**src/rtl/cf_sweep_ctrl_pkg.sv**
```systemverilog
// Shared definitions for the CF_1 truth-table sweep controller.
package cf_pkg;

  // Sweep sequencer states.
  typedef enum logic [1:0] {
    ST_IDLE   = 2'd0,
    ST_SETTLE = 2'd1,
    ST_SAMPLE = 2'd2,
    ST_DONE   = 2'd3
  } cf_state_e;

  // Default function width and the number of vectors it implies.
  localparam int N_IN_DEF = 4;
  localparam int N_VEC    = 2 ** N_IN_DEF;

  // Bit positions of the function inputs on abcd_o (a is the MSB).
  localparam int ABCD_A_BIT = N_IN_DEF - 1;
  localparam int ABCD_B_BIT = N_IN_DEF - 2;
  localparam int ABCD_C_BIT = N_IN_DEF - 3;
  localparam int ABCD_D_BIT = 0;

  // Width of the settle-time counter (SETTLE ranges over 0..255).
  localparam int SETTLE_W = 8;

endpackage

```
**src/rtl/cf_sweep_ctrl_if.sv**
```systemverilog
// Control/result bus between the test master and the sweep controller.
interface cf_sweep_ctrl_if #(
  parameter int N_IN = 4
);
  localparam int NV = 2 ** N_IN;

  logic            start;
  logic            abort;
  logic [NV-1:0]   exp_tt;
  logic            busy;
  logic            done;
  logic            pass;
  logic [NV-1:0]   tt_o;
  logic [N_IN:0]   fail_cnt;
  logic [N_IN-1:0] fail_idx;

  modport master (
    output start, abort, exp_tt,
    input  busy, done, pass, tt_o, fail_cnt, fail_idx
  );

  modport slave (
    input  start, abort, exp_tt,
    output busy, done, pass, tt_o, fail_cnt, fail_idx
  );

endinterface

```
**src/rtl/cf_sweep_ctrl_settle.sv**
```systemverilog
// Down-counter that paces the settle window before each sample.
module cf_settle_timer #(
  parameter int W = 8
) (
  input  logic         clk,
  input  logic         rst,
  input  logic         load_i,
  input  logic         dec_i,
  input  logic [W-1:0] load_val_i,
  output logic         zero_o
);

  logic [W-1:0] cnt_q;
  logic [W-1:0] cnt_d;

  // Load takes priority; decrement stops at zero.
  always_comb begin
    cnt_d = cnt_q;
    if (load_i) begin
      cnt_d = load_val_i;
    end else if (dec_i && (cnt_q != '0)) begin
      cnt_d = cnt_q - 1'b1;
    end
  end

  // Counter register, cleared immediately by reset.
  always_ff @(posedge clk or posedge rst) begin
    if (rst) begin
      cnt_q <= '0;
    end else begin
      cnt_q <= cnt_d;
    end
  end

  assign zero_o = (cnt_q == '0);

endmodule

```
**src/rtl/cf_sweep_ctrl.sv**
```systemverilog
// Exhaustive truth-table sweep of the CF_1 function block with
// on-the-fly comparison against an expected table.
module cf_sweep_ctrl
  import cf_pkg::*;
#(
  parameter int N_IN   = 4,
  parameter int SETTLE = 2
) (
  input  logic              clk,
  input  logic              rst,
  cf_sweep_ctrl_if.slave    bus,
  output logic [N_IN-1:0]   abcd_o,
  input  logic              y_i
);

  localparam int                 NV        = 2 ** N_IN;
  localparam logic [N_IN-1:0]    LAST_IDX  = {N_IN{1'b1}};
  localparam logic [SETTLE_W-1:0] SETTLE_LD = SETTLE_W'(SETTLE);

  cf_state_e       state_q;
  logic [N_IN-1:0] idx_q;
  logic [NV-1:0]   exp_q;
  logic [NV-1:0]   tt_q;
  logic [N_IN:0]   fail_cnt_q;
  logic [N_IN-1:0] fail_idx_q;
  logic            pass_q;
  logic            busy_q;
  logic            done_q;
  logic [N_IN-1:0] abcd_q;

  logic tmr_load;
  logic tmr_dec;
  logic tmr_zero;
  logic mismatch;

  cf_settle_timer #(
    .W (SETTLE_W)
  ) u_timer (
    .clk        (clk),
    .rst        (rst),
    .load_i     (tmr_load),
    .dec_i      (tmr_dec),
    .load_val_i (SETTLE_LD),
    .zero_o     (tmr_zero)
  );

  assign mismatch = (y_i != exp_q[idx_q]);

  // Reload the settle timer whenever a vector starts, count it down while settling.
  always_comb begin
    tmr_load = 1'b0;
    tmr_dec  = 1'b0;
    case (state_q)
      ST_IDLE:   tmr_load = bus.start && !bus.abort;
      ST_SETTLE: tmr_dec  = !bus.abort && !tmr_zero;
      ST_SAMPLE: tmr_load = !bus.abort && (idx_q != LAST_IDX);
      default:   ;
    endcase
  end

  // Sequencer with registered outputs; abort returns to idle but keeps partial results.
  always_ff @(posedge clk or posedge rst) begin
    if (rst) begin
      state_q    <= ST_IDLE;
      idx_q      <= '0;
      exp_q      <= '0;
      tt_q       <= '0;
      fail_cnt_q <= '0;
      fail_idx_q <= '0;
      pass_q     <= 1'b0;
      busy_q     <= 1'b0;
      done_q     <= 1'b0;
      abcd_q     <= '0;
    end else begin
      done_q <= 1'b0;
      case (state_q)
        ST_IDLE: begin
          abcd_q <= '0;
          if (bus.start && !bus.abort) begin
            exp_q      <= bus.exp_tt;
            tt_q       <= '0;
            fail_cnt_q <= '0;
            fail_idx_q <= '0;
            pass_q     <= 1'b0;
            idx_q      <= '0;
            busy_q     <= 1'b1;
            state_q    <= ST_SETTLE;
          end
        end
        ST_SETTLE: begin
          if (bus.abort) begin
            abcd_q  <= '0;
            busy_q  <= 1'b0;
            pass_q  <= 1'b0;
            state_q <= ST_IDLE;
          end else if (tmr_zero) begin
            state_q <= ST_SAMPLE;
          end
        end
        ST_SAMPLE: begin
          if (bus.abort) begin
            abcd_q  <= '0;
            busy_q  <= 1'b0;
            pass_q  <= 1'b0;
            state_q <= ST_IDLE;
          end else begin
            tt_q[idx_q] <= y_i;
            if (mismatch) begin
              fail_cnt_q <= fail_cnt_q + 1'b1;
              if (fail_cnt_q == '0) begin
                fail_idx_q <= idx_q;
              end
            end
            if (idx_q == LAST_IDX) begin
              done_q  <= 1'b1;
              pass_q  <= (fail_cnt_q == '0) && !mismatch;
              state_q <= ST_DONE;
            end else begin
              idx_q   <= idx_q + 1'b1;
              abcd_q  <= idx_q + 1'b1;
              state_q <= ST_SETTLE;
            end
          end
        end
        ST_DONE: begin
          abcd_q  <= '0;
          busy_q  <= 1'b0;
          state_q <= ST_IDLE;
        end
        default: begin
          state_q <= ST_IDLE;
        end
      endcase
    end
  end

  assign abcd_o       = abcd_q;
  assign bus.busy     = busy_q;
  assign bus.done     = done_q;
  assign bus.pass     = pass_q;
  assign bus.tt_o     = tt_q;
  assign bus.fail_cnt = fail_cnt_q;
  assign bus.fail_idx = fail_idx_q;

endmodule

```
**src/flat_wrapper.sv**
```systemverilog
// flat-port wrapper written by rule: the top's interface ports become plain ports
module cf_sweep_ctrl_flat import cf_pkg::*;
#(
  parameter int N_IN   = 4,
  parameter int SETTLE = 2
)
  (clk, rst, abcd_o, y_i, bus_start, bus_abort, bus_exp_tt, bus_busy, bus_done, bus_pass, bus_tt_o, bus_fail_cnt, bus_fail_idx);
  cf_sweep_ctrl_if #(.N_IN(N_IN)) bus_i ();
  input  logic clk;
  input  logic rst;
  output logic [N_IN-1:0] abcd_o;
  input  logic y_i;
  input wire logic [$bits(bus_i.start)-1:0] bus_start;
  input wire logic [$bits(bus_i.abort)-1:0] bus_abort;
  input wire logic [$bits(bus_i.exp_tt)-1:0] bus_exp_tt;
  output wire logic [$bits(bus_i.busy)-1:0] bus_busy;
  output wire logic [$bits(bus_i.done)-1:0] bus_done;
  output wire logic [$bits(bus_i.pass)-1:0] bus_pass;
  output wire logic [$bits(bus_i.tt_o)-1:0] bus_tt_o;
  output wire logic [$bits(bus_i.fail_cnt)-1:0] bus_fail_cnt;
  output wire logic [$bits(bus_i.fail_idx)-1:0] bus_fail_idx;
  assign bus_i.start = bus_start;
  assign bus_i.abort = bus_abort;
  assign bus_i.exp_tt = bus_exp_tt;
  assign bus_busy = bus_i.busy;
  assign bus_done = bus_i.done;
  assign bus_pass = bus_i.pass;
  assign bus_tt_o = bus_i.tt_o;
  assign bus_fail_cnt = bus_i.fail_cnt;
  assign bus_fail_idx = bus_i.fail_idx;
  cf_sweep_ctrl #(.N_IN(N_IN), .SETTLE(SETTLE)) u_core (.clk(clk), .rst(rst), .bus(bus_i), .abcd_o(abcd_o), .y_i(y_i));
endmodule
```
**config.mk**
```make
export PLATFORM = sky130hd
export DESIGN_NAME = cf_sweep_ctrl_flat
export DESIGN_NICKNAME = d
export VERILOG_FILES = /design/src/rtl/cf_sweep_ctrl_pkg.sv /design/src/rtl/cf_sweep_ctrl_if.sv /design/src/rtl/cf_sweep_ctrl_settle.sv /design/src/rtl/cf_sweep_ctrl.sv /design/src/flat_wrapper.sv
export SDC_FILE = /design/constraint.sdc
export NUM_CORES = 1
export LEC_CHECK = 0
export BUFFER_PORTS_ARGS = -buffer_cell sky130_fd_sc_hd__buf_4
export CORE_ASPECT_RATIO = 0.9
export CORE_UTILIZATION = 29
export CTS_CLUSTER_DIAMETER = 200
export DETAILED_ROUTE_END_ITERATION = 16
export SYNTH_ARGS = -nofsm -noshare
export SYNTH_HDL_FRONTEND = slang
export SYNTH_SLANG_ARGS = --single-unit
```
**constraint.sdc**
```tcl
create_clock -name clk -period 2.78 [get_ports clk]
set_input_delay 0 -clock clk [delete_from_list [all_inputs] [get_ports clk]]
set_output_delay 0 -clock clk [all_outputs]
set_load 0.02 [all_outputs]
```
==> metrics.md, run 1 <==
| Metric | Value |
|---|---|
| Synth Area in Adders | 4.72% |
| FILL cells | 1,010 |
| Setup TNS | 0 ns |
| Post-synth EDFFs | 0 |
| Number of global-route vias before repair | 2,470 |
| Register clock-pin slew on the reported worst setup and hold paths | 0.05 ns |
| Core Box Area | 0.0105 mm² |
| Cts bufs inserted | 9 |
| Grt ovf | 0 |
| Hold WC Path Type | in -> reg |
| Tightest Pin Transition | 0.613 ns |
| FP Rows | 35 |
| Antenna diodes | 0 |
| P_leak | 1.87 nW |
| Die Width | 112 µm |
| Fin area | 0.00416 mm² |
| Final setup viols | 0 |
| Syn-to-layout area delta | 30.6% |
| Flop2flop setup slack | 0.25 ns |
| Cells after Synth | 292 |
| Count of cell types in the netlist | 51 |
| Yosys reg bits | 62 |
| Placed insts | 465 |
| H-tree Lvls | 3 |
| Fmax | 396 MHz |
| Residual DRC | 0 |
| Dpl hpwl | 5410 µm |
| RSZ-0062 raised after global routing | no |
| Setup bufs post-CTS | 0 |
| DRT antenna net count | 0 |
| Worst-skew pair later-pin latency | 0.32 ns |
| Mux contribution to synthesized area | 10.3% |
| Mapped Nets | 325 |
| Minimum clock period after layout | 2.53 ns |
| Final net count | 397 |
| Worst Setup End Kind | flip-flop |
| Slew Limit Fails | 0 |
| WP data required | 3.03 ns |
| Via Count | 2,440 |
| Synth Cell Area | 0.00318 mm² |
| CTS Buffer Depth | 2 |
| PortBufs | 52 |
| Pin count of the biggest net entering global routing | 44 |
| TritonCTS clock tree | built |
| Post-route insts no fill | 498 |
| Seq/Total Area, Yosys | 48.8% |
| Status | finished, final reports clean |
| Ys async rst share | 100% |
| Endpoints failing hold | 0 |
| Drt wl/cell | 14.9 µm |
| Avg Cell Area, Syn | 10.9 µm² |
| Global Route Usage Sum | 14.3% |
| Post-synthesis compound-gate area fraction | 17.8% |
| First-pass GRT wire length | 12,600 µm |
| Top FF cell, synth | dfrtp_1 |
| Largest family of logic cells by synthesized area | compound AO/OA/AOI/OAI gates |
| Layout Skew | 0.00413 ns |
| Post-Synth XOR/XNOR Area | 2.44% |
| Dpl cell area | 0.00369 mm² |
| Relative slew slack | 59.1% |
| Max IR drop VDD | 0.357 mV |
| Worst-path maximum fanout | 13 |
| Die H | 101 µm |
| Design Power | 3.28 mW |
| PD cells | 788 mW/mm² |
| Drt pass-1 iters | 5 |
| Layout cell share with drive strength beyond 1 | 25.2% |
| Initial antenna violation count | 0 |
| WP data arrival | 2.77 ns |
| CP startpoint kind | flip-flop |
| Clock root buffer | clkbuf_16 |
| CP Class | reg -> reg |
| DRT Wirelength | 7440 µm |
| Initial core utilization | 30.4% |
| Max cap viols | 0 |
| Period utilization | 90.9% |
| Initial DRC Count | 147 |
| Total die area | 0.0114 mm² |
| Yosys warnings | 0 |
| IO Count | 53 |
| Vias/cell | 4.90 |
| GP Congestion | 0.779 |
| Synth Area in Simple Gates | 11.9% |
| Hold Slack | 0.0714 ns |
| Clk sink count | 62 |
-- stage by stage --
step                      setup WS [ns]  util [%]
after floorplan                   0.356         -
final                             0.254      39.7
after detailed placement          0.120      35.2
after global routing              0.130      39.7
after global placement            0.225      35.2
after CTS                         0.102      39.6
-- where the power goes --
part / switching, mW / internal, mW / total [mW]
Clock: 0.390 / 0.649 / 1.04
Combinational: 0.541 / 0.453 / 0.994
Sequential: 0.142 / 1.10 / 1.24
Total: 1.07 / 2.20 / 3.28
-- layer usage --
layer  global-route usage (%)  wire length [µm]
met5                        0                 0
met3                     4.79               390
met4                     3.59                71
met2                     22.2              3350
met1                     19.2              3630
-- cell families after synthesis --
logic type,Yosys count
mux,23
buf+inv,25
xor+xnor,8
simple gates,75
compound gates,87
fa+ha+maj,12
flops,62
-- worst max-delay path, stage by stage (launching register included) --
cell and delay (ns):
dfrtp_1 0.45, mux4_1 0.58, mux4_2 0.54, xnor2_4 0.24
or4_1 0.49, a21oi_1 0.15
-- cell type report --
| type | instances | area [µm²] | area share [%] |
|---|---|---|---|
| Sequential cell | 62 | 1550 | 37.3 |
| Multi-Input combinational cell | 205 | 1510 | 36.3 |
| Timing Repair Buffer | 75 | 606 | 14.6 |
| Clock buffer | 11 | 253 | 6.08 |
| Tap cell | 129 | 161 | 3.88 |
| Inverter | 11 | 41.3 | 0.993 |
| Clock inverter | 5 | 33.8 | 0.813 |
-- registers in the layout, indices dropped and copies added, names as in the netlist --
register and cells:
u_core.bus.done 1, u_core.state_q 2, u_core.bus.busy 1, u_core.u_timer.cnt_q 8
u_core.bus.fail_cnt 5, u_core.abcd_o 4, u_core.bus.tt_o 16, u_core.idx_q 4
u_core.bus.fail_idx 4, u_core.exp_q 16, u_core.bus.pass 1
-- worst paths after layout --
kind | startpoint | endpoint | depth (start not counted)
setup / recovery | u_core.idx_q[0] | u_core.bus.fail_cnt[4] | 5
hold / removal | bus_abort | u_core.abcd_o[1] | 4
setup reg to reg | u_core.idx_q[0] | u_core.bus.fail_cnt[4] | 5
hold reg to reg | u_core.exp_q[9] | u_core.exp_q[9] | 1
max in group asynchronous | rst | u_core.bus.tt_o[2] | 4
min in group asynchronous | rst | u_core.bus.busy | 3
-- synth_stat cells, types with 2 or more instances --
cell type	count	share of area [%]
dfrtp_1	62	49
mux4_1	4	3.3
a21boi_0	16	3.8
nand2_1	27	3.2
mux2_2	5	1.8
a32o_1	2	0.63
o21ai_0	33	5.2
a21oi_1	9	1.4
nor2b_1	5	0.98
buf_6	3	1.1
and2_1	2	0.39
mux2i_1	2	0.63
nand2b_1	6	1.2
xnor2_1	2	0.55
nor2_1	15	1.8
ha_1	12	4.7
o31ai_1	6	1.4
mux2_1	11	3.9
a22o_1	2	0.55
or4_1	3	0.71
o221a_2	3	1.1
o21ai_1	6	0.94
a31o_1	3	0.83
xor2_1	5	1.4
inv_1	11	1.3
clkbuf_1	8	0.94
nand3_1	4	0.63
or2_2	2	0.39
-- cells in the final DEF, fill, tap and decap left out, types with 6 or more instances in the layout --
master / synthesis / routed
nand2b_1: 6 / 6
a21oi_1: 9 / 9
ha_1: 12 / 12
buf_4: 1 / 58
mux2_1: 11 / 11
inv_1: 11 / 10
o31ai_1: 6 / 6
nand2_1: 27 / 27
a21boi_0: 16 / 16
dfrtp_1: 62 / 62
o21ai_0: 33 / 33
nor2_1: 15 / 15
o21ai_1: 6 / 6
clkbuf_16: 0 / 9
dlygate4sd3_1: 0 / 17
-- what timing repair did --
item | 4_1_cts | 5_1_grt
endpoints found under the hold margin | 35 | 0
hold buffers | 17 | 0
setup endpoints to repair | 0 | 3
resized for setup | 0 | 1
(Power assumes the default switching activity.)
==> run 2: changes to the inputs <==
GPL_TIMING_DRIVEN = 0   (was unset)
PLACE_DENSITY = 0.45   (was unset)
==> run 2 against run 1 <==
Net effect:
- fmax fell by 5.0%
- core utilization rose by 0.63 points
- design area up 1.6%
- count of clock-buffer cells in the layout is 1 higher
- routed wire length grew 6.4%
- worst hold slack worse by 0.021 ns
- clock power rose by 15%
- clock skew grew 0.0038 ns
- final cell count grew 1.6%
- critical path depth grew 2
==> metrics.md, run 2 (synthesis gave the netlist of run 1 again) <==
| Metric | Value |
|---|---|
| Number of global-route vias before repair | 2,450 (-0.81%) |
| Worst-path maximum fanout | 10 (-3) |
| H-tree Lvls | 3 (unchanged) |
| Setup bufs post-CTS | 0 (unchanged) |
| Pin count of the biggest net entering global routing | 63 (+43%) |
| CP Class | reg -> reg |
| Fmax | 376 MHz (-5.0%) |
| DRT antenna net count | 0 (unchanged) |
| Grt ovf | 0 (unchanged) |
| Die Width | 112 µm (unchanged) |
| Global Route Usage Sum | 15.5% (+1.2 points) |
| First-pass GRT wire length | 13,200 µm (+4.8%) |
| CP max stage cell | mux4_1 |
| Setup TNS | 0 ns (unchanged) |
| Status | finished, final reports clean |
| Dpl hpwl | 5560 µm (+2.7%) |
| Die H | 101 µm (unchanged) |
| Vias/cell | 4.88 (-0.45%) |
| Endpoints failing hold | 0 (unchanged) |
| Initial antenna violation count | 0 (unchanged) |
| CTS hold repair buffers | 17 (unchanged) |
| Period utilization | 95.7% (+4.8 points) |
| Antenna diodes | 0 (unchanged) |
| Max IR drop VDD | 0.373 mV (+4.6%) |
| Clk sink count | 62 (unchanged) |
| Worst-skew pair later-pin latency | 0.33 ns (about the same) |
| Post-layout util | 40.3% (+0.63 points) |
| WP data arrival | 2.88 ns (+0.11 ns) |
| Clock root buffer | clkbuf_16 |
| WP data required | 3.00 ns (-0.03 ns) |
| PD cells | 822 mW/mm² (+4.3%) |
| Tightest Pin Transition | 0.813 ns (+0.200 ns) |
| CP startpoint kind | flip-flop |
| Commonest cells after routing, fill and taps aside | 62 x dfrtp_1, 53 x buf_4, 33 x o21ai_0, 27 x nand2_1, 17 x dlygate4sd3_1 |
| Via Count | 2,468 (+1.1%) |
| Max cap viols | 0 (unchanged) |
| FP Rows | 35 (unchanged) |
| Cells along the critical path | buf_6 > mux4_1 > mux4_2 > xnor2_2 > buf_6 > o221a_2 > a31o_1 |
| Register clock-pin slew on the reported worst setup and hold paths | 0.05 ns (about the same) |
| P_leak | 1.90 nW (+1.6%) |
| Final setup viols | 0 (unchanged) |
| Post-CTS Resized | 0 (unchanged) |
| RSZ-0062 raised after global routing | no |
| Drt pass-1 iters | 4 (-1) |
| GP Congestion | 0.749 (-3.9%) |
| Layout Skew | 0.00789 ns (+0.00376 ns) |
| IO Count | 53 (unchanged) |
| Relative slew slack | 45.6% (-14 points) |
| Minimum clock period after layout | 2.66 ns (+0.133 ns) |
| Total die area | 0.0114 mm² (unchanged) |
| Syn-to-layout area delta | 32.7% |
| Drt wl/cell | 15.6 µm (+4.7%) |
| CTS Buffer Depth | 2 (unchanged) |
| Initial core utilization | 30.4% (unchanged) |
| CP max stage delay | 0.55 ns (-0.03 ns) |
| Core Box Area | 0.0105 mm² (unchanged) |
| Worst Setup End Kind | flip-flop |
| DRT Wirelength | 7920 µm (+6.4%) |
| Final net count | 405 (+2.0%) |
| Layout cell share with drive strength beyond 1 | 23.9% (-1.3 points) |
| Initial DRC Count | 97 (-34%) |
| Cts bufs inserted | 9 (unchanged) |
| Slew Limit Fails | 0 (unchanged) |
| Commonest non-fill, non-tap cell in the layout | dfrtp_1 |
| Residual DRC | 0 (unchanged) |
| Hold Slack | 0.0500 ns (-0.0214 ns) |
| TritonCTS clock tree | built |
| Hold WC Path Type | in -> reg |
| PortBufs | 52 (unchanged) |
| Critical Path Most Common Cell | buf_6 |
| Flop2flop setup slack | 0.12 ns (-0.13 ns) |
## run 2: changes by cell type in the layout (fill, tap and decap cells not counted), moves of 2 or more
| cell | previous run | this run |
|---|---|---|
| clkbuf_1 | 0 | 10 |
| buf_4 | 58 | 53 |
| buf_6 | 0 | 3 |
| bufinv_16 | 0 | 2 |
| clkinvlp_4 | 2 | 0 |
## run 2: critical path: cells and delay by family (launching register included)
kind | cells | cell delay (ns)
buffers and inverters | 2 | 0.36
DFF | 1 | 0.44
xor gates and xnor gates | 1 | 0.20
AOI/OAI and AO/OA | 2 | 0.47
muxes | 2 | 1.08
## run 2: layout make-up
class,instances,area [µm²]
clock inverters,4,70.1
flip-flops and latches,62,1550
fillers,1043,6240
repair buffers,69,561
multi-input cells,205,1500
plain buffers,14,90.1
well taps,129,161
clock buffers,12,246
inverters,11,43.8
## run 2: through the flow
| stage | worst slack (ns) | cell area (µm²) | total power [mW] | instances |
|---|---|---|---|---|
| after floorplan | 0.356 | 3180 | 1.98 | 292 |
| after global placement | 0.109 | 3730 | 2.27 | 473 |
| after detailed placement | 0.0967 | 3740 | 2.28 | 473 |
| after CTS | 0.0750 | 4220 | 3.53 | 506 |
| after global routing | 0.00174 | 4220 | 3.70 | 506 |
| final | 0.120 | 4220 | 3.47 | 506 |
## run 2: power breakdown
| group | internal [mW] | switching, mW |
|---|---|---|
| combinational | 0.475 | 0.564 |
| sequential | 1.10 | 0.128 |
| clock | 0.806 | 0.396 |
## run 2: path summary, 6_finish.rpt
check                                  from                      end  cells past startpoint
min                               bus_abort         u_core.abcd_o[1]                      4
max reg2reg                 u_core.idx_q[0]   u_core.bus.fail_idx[0]                      7
min reg2reg                u_core.exp_q[12]         u_core.exp_q[12]                      1
max in group asynchronous               rst   u_core.bus.fail_cnt[4]                      3
min in group asynchronous               rst  u_core.u_timer.cnt_q[0]                      3
max                         u_core.idx_q[0]   u_core.bus.fail_idx[0]                      7
## run 2: layer usage
layer | global-route usage (%) | vias to the layer above | part of all wire [%]
li1 | - | 1209 | -
met1 | 21.1 | 1202 | 50
met2 | 23.1 | 52 | 45
met3 | 4.73 | 5 | 4.1
met4 | 6.15 | 0 | 0.92
met5 | 0 | - | 0
==> run 3: changes to the inputs <==
PLACE_DENSITY = unset   (was 0.45)
PLACE_DENSITY_LB_ADDON = 0.25   (was unset)
==> run 3 against run 2 <==
Net effect:
- via count decreased by 0.24%
- design area unchanged
- worst hold slack about the same
- critical path depth did not move
- flip-flop and latch count unchanged
- routed wire length down 3.4%
- fmax decreased by 0.81%
- count of clock-buffer cells in the layout fell by 3
- global-route usage decreased by 0.82 points
- highest routed layer unchanged
==> metrics.md, run 3 (synthesis gave the netlist of run 1 again) <==
| Metric | Value |
|---|---|
| CTS Buffer Depth | 2 (unchanged) |
| DRT Wirelength | 7640 µm (-3.4%) |
| Via Count | 2,462 (-0.24%) |
| FILL cells | 1,007 (-3.5%) |
| Clock root buffer | clkbuf_16 |
| Commonest cells after routing, fill and taps aside | 62 x dfrtp_1, 53 x buf_4, 33 x o21ai_0, 27 x nand2_1, 17 x dlygate4sd3_1 |
| Core Box Area | 0.0105 mm² (unchanged) |
| Die H | 101 µm (unchanged) |
| Gr busiest metal | met2 |
| CP startpoint kind | flip-flop |
| Minimum clock period after layout | 2.68 ns (+0.0217 ns) |
| Seq pwr share | 36.4% (+1.0 points) |
| Pin count of the biggest net entering global routing | 34 (-46%) |
| WP data required | 2.99 ns (about the same) |
| Clk sink count | 62 (unchanged) |
| P_sw | 1.11 mW (+1.6%) |
| Layout cell share with drive strength beyond 1 | 24.6% (+0.73 points) |
| WP data arrival | 2.89 ns (about the same) |
| Hold Slack | 0.0499 ns (-0.000101 ns) |
| Cts bufs inserted | 9 (unchanged) |
| M1 GR Usage | 20.2% (-0.96 points) |
| Layout Skew | 0.00787 ns (-0.0000235 ns) |
| Worst-path maximum fanout | 10 (unchanged) |
| Syn-to-layout area delta | 32.7% (unchanged) |
| Vias/cell | 4.86 (-0.44%) |
| P_leak | 1.90 nW (about the same) |
| DRT antenna net count | 0 (unchanged) |
| Clk network pwr share | 32.8% (-1.8 points) |
| Commonest non-fill, non-tap cell in the layout | dfrtp_1 |
| FP Rows | 35 (unchanged) |
| Max cap viols | 0 (unchanged) |
| Hold WC Path Type | in -> reg |
| Switch share | 32.7% (+1.4 points) |
| Antenna diodes | 0 (unchanged) |
| Status | finished, final reports clean |
| Global Route Usage Sum | 14.7% (-0.82 points) |
| Drt wl/cell | 15.1 µm (-3.6%) |
| Drt pass-1 iters | 4 (unchanged) |
| Grt met3 use | 3.65% (-1.1 points) |
| Setup TNS | 0 ns (unchanged) |
| Relative slew slack | 46.9% (+1.3 points) |
| IO Count | 53 (unchanged) |
| H-tree Lvls | 3 (unchanged) |
| Number of global-route vias before repair | 2,518 (+2.8%) |
| RSZ-0062 raised after global routing | no |
| Initial antenna violation count | 0 (unchanged) |
| Initial core utilization | 30.4% (unchanged) |
| Power share of the combinational group | 30.8% (+0.9 points) |
| Max IR drop VDD | 0.400 mV (+7.3%) |
| PortBufs | 52 (unchanged) |
| Met2 Use GR | 23.2% (+0.096 points) |
| Period utilization | 96.4% (+0.78 points) |
| First-pass GRT wire length | 12,800 µm (-2.7%) |
| CP Class | reg -> reg |
| Dpl hpwl | 5510 µm (-0.83%) |
| Total die area | 0.0114 mm² (unchanged) |
| PD cells | 800 mW/mm² (-2.6%) |
| TritonCTS clock tree | built |
| Residual DRC | 0 (unchanged) |
| Slew Limit Fails | 0 (unchanged) |
| GP Congestion | 0.757 (+1.0%) |
| Initial DRC Count | 102 (+5.2%) |
| Grt ovf | 0 (unchanged) |
| Final net count | 406 (+0.25%) |
| Worst Setup End Kind | flip-flop |
| Int Power | 2.27 mW (-4.6%) |
| Fmax | 373 MHz (-0.81%) |
| Die Width | 112 µm (unchanged) |
| Endpoints failing hold | 0 (unchanged) |
| Register clock-pin slew on the reported worst setup and hold paths | 0.06 ns (about the same) |
| Final setup viols | 0 (unchanged) |
| Worst-skew pair later-pin latency | 0.32 ns (about the same) |
| Tightest Pin Transition | 0.793 ns (-0.0197 ns) |
## run 3: cell type report
type                            instances  area (µm²)  share of cell area [%]
Tap cell                              129         161                    3.82
Clock buffer                            9         225                    5.33
Clock inverter                          7        73.8                    1.75
Inverter                               11        41.3                   0.978
Buffer                                 14        90.1                    2.13
Sequential cell                        62        1550                    36.7
Multi-Input combinational cell        205        1500                    35.5
Timing Repair Buffer                   70         581                    13.7
## run 3: worst paths after layout
| check | startpoint | end | slack [ns] | depth (start not counted) |
|---|---|---|---|---|
| setup / recovery | u_core.idx_q[0] | u_core.bus.fail_idx[1] | 0.1 | 7 |
| hold / removal | bus_abort | u_core.abcd_o[1] | 0.05 | 4 |
| min in group asynchronous | rst | u_core.u_timer.cnt_q[2] | 0.36 | 3 |
| hold reg to reg | u_core.exp_q[8] | u_core.exp_q[8] | 0.49 | 1 |
| max in group asynchronous | rst | u_core.bus.fail_cnt[2] | 1.81 | 4 |
| setup reg to reg | u_core.idx_q[0] | u_core.bus.fail_idx[1] | 0.1 | 7 |
## run 3: timing repair
action                                  CTS  global route
hold buffers                             17             0
hold endpoints to repair                 48             0
buffers inserted                          0             0
endpoints found under the setup margin    0             0
gates resized for setup                   0             0
## run 3: layer usage
layer	wire [µm]	part of all wire, %
met5	0	0
met4	61	0.80
met3	314	4.1
met2	3400	44
met1	3870	51
## run 3: through the flow
step	instance area, µm²	util [%]	worst slack (ns)	total power, mW	cells
finish	4220	40.3	0.0987	3.38	507
global route	4220	40.3	0.0327	3.60	507
CTS	4220	40.3	0.103	3.41	507
detailed placement	3750	35.9	0.124	2.27	474
global placement	3730	35.7	0.141	2.24	473
floorplan	3180	-	0.356	1.98	292
## run 3: power groups by stage
stage	Clock (mW)	Combinational [mW]	Sequential, mW
4_1_cts	1.13	1.05	1.23
6_report	1.11	1.04	1.23
3_5_place_dp	0	1.02	1.24
5_1_grt	1.18	1.16	1.26
3_3_place_gp	0	1.00	1.24
2_1_floorplan	0	0.752	1.23
## run 3: critical path, cell delays in order, from the launching register on
cell	delay [ns]
dfrtp_1	0.45
buf_6	0.19
mux4_1	0.57
mux4_2	0.54
xnor2_2	0.19
buf_6	0.16
o221a_2	0.29
a31o_1	0.18
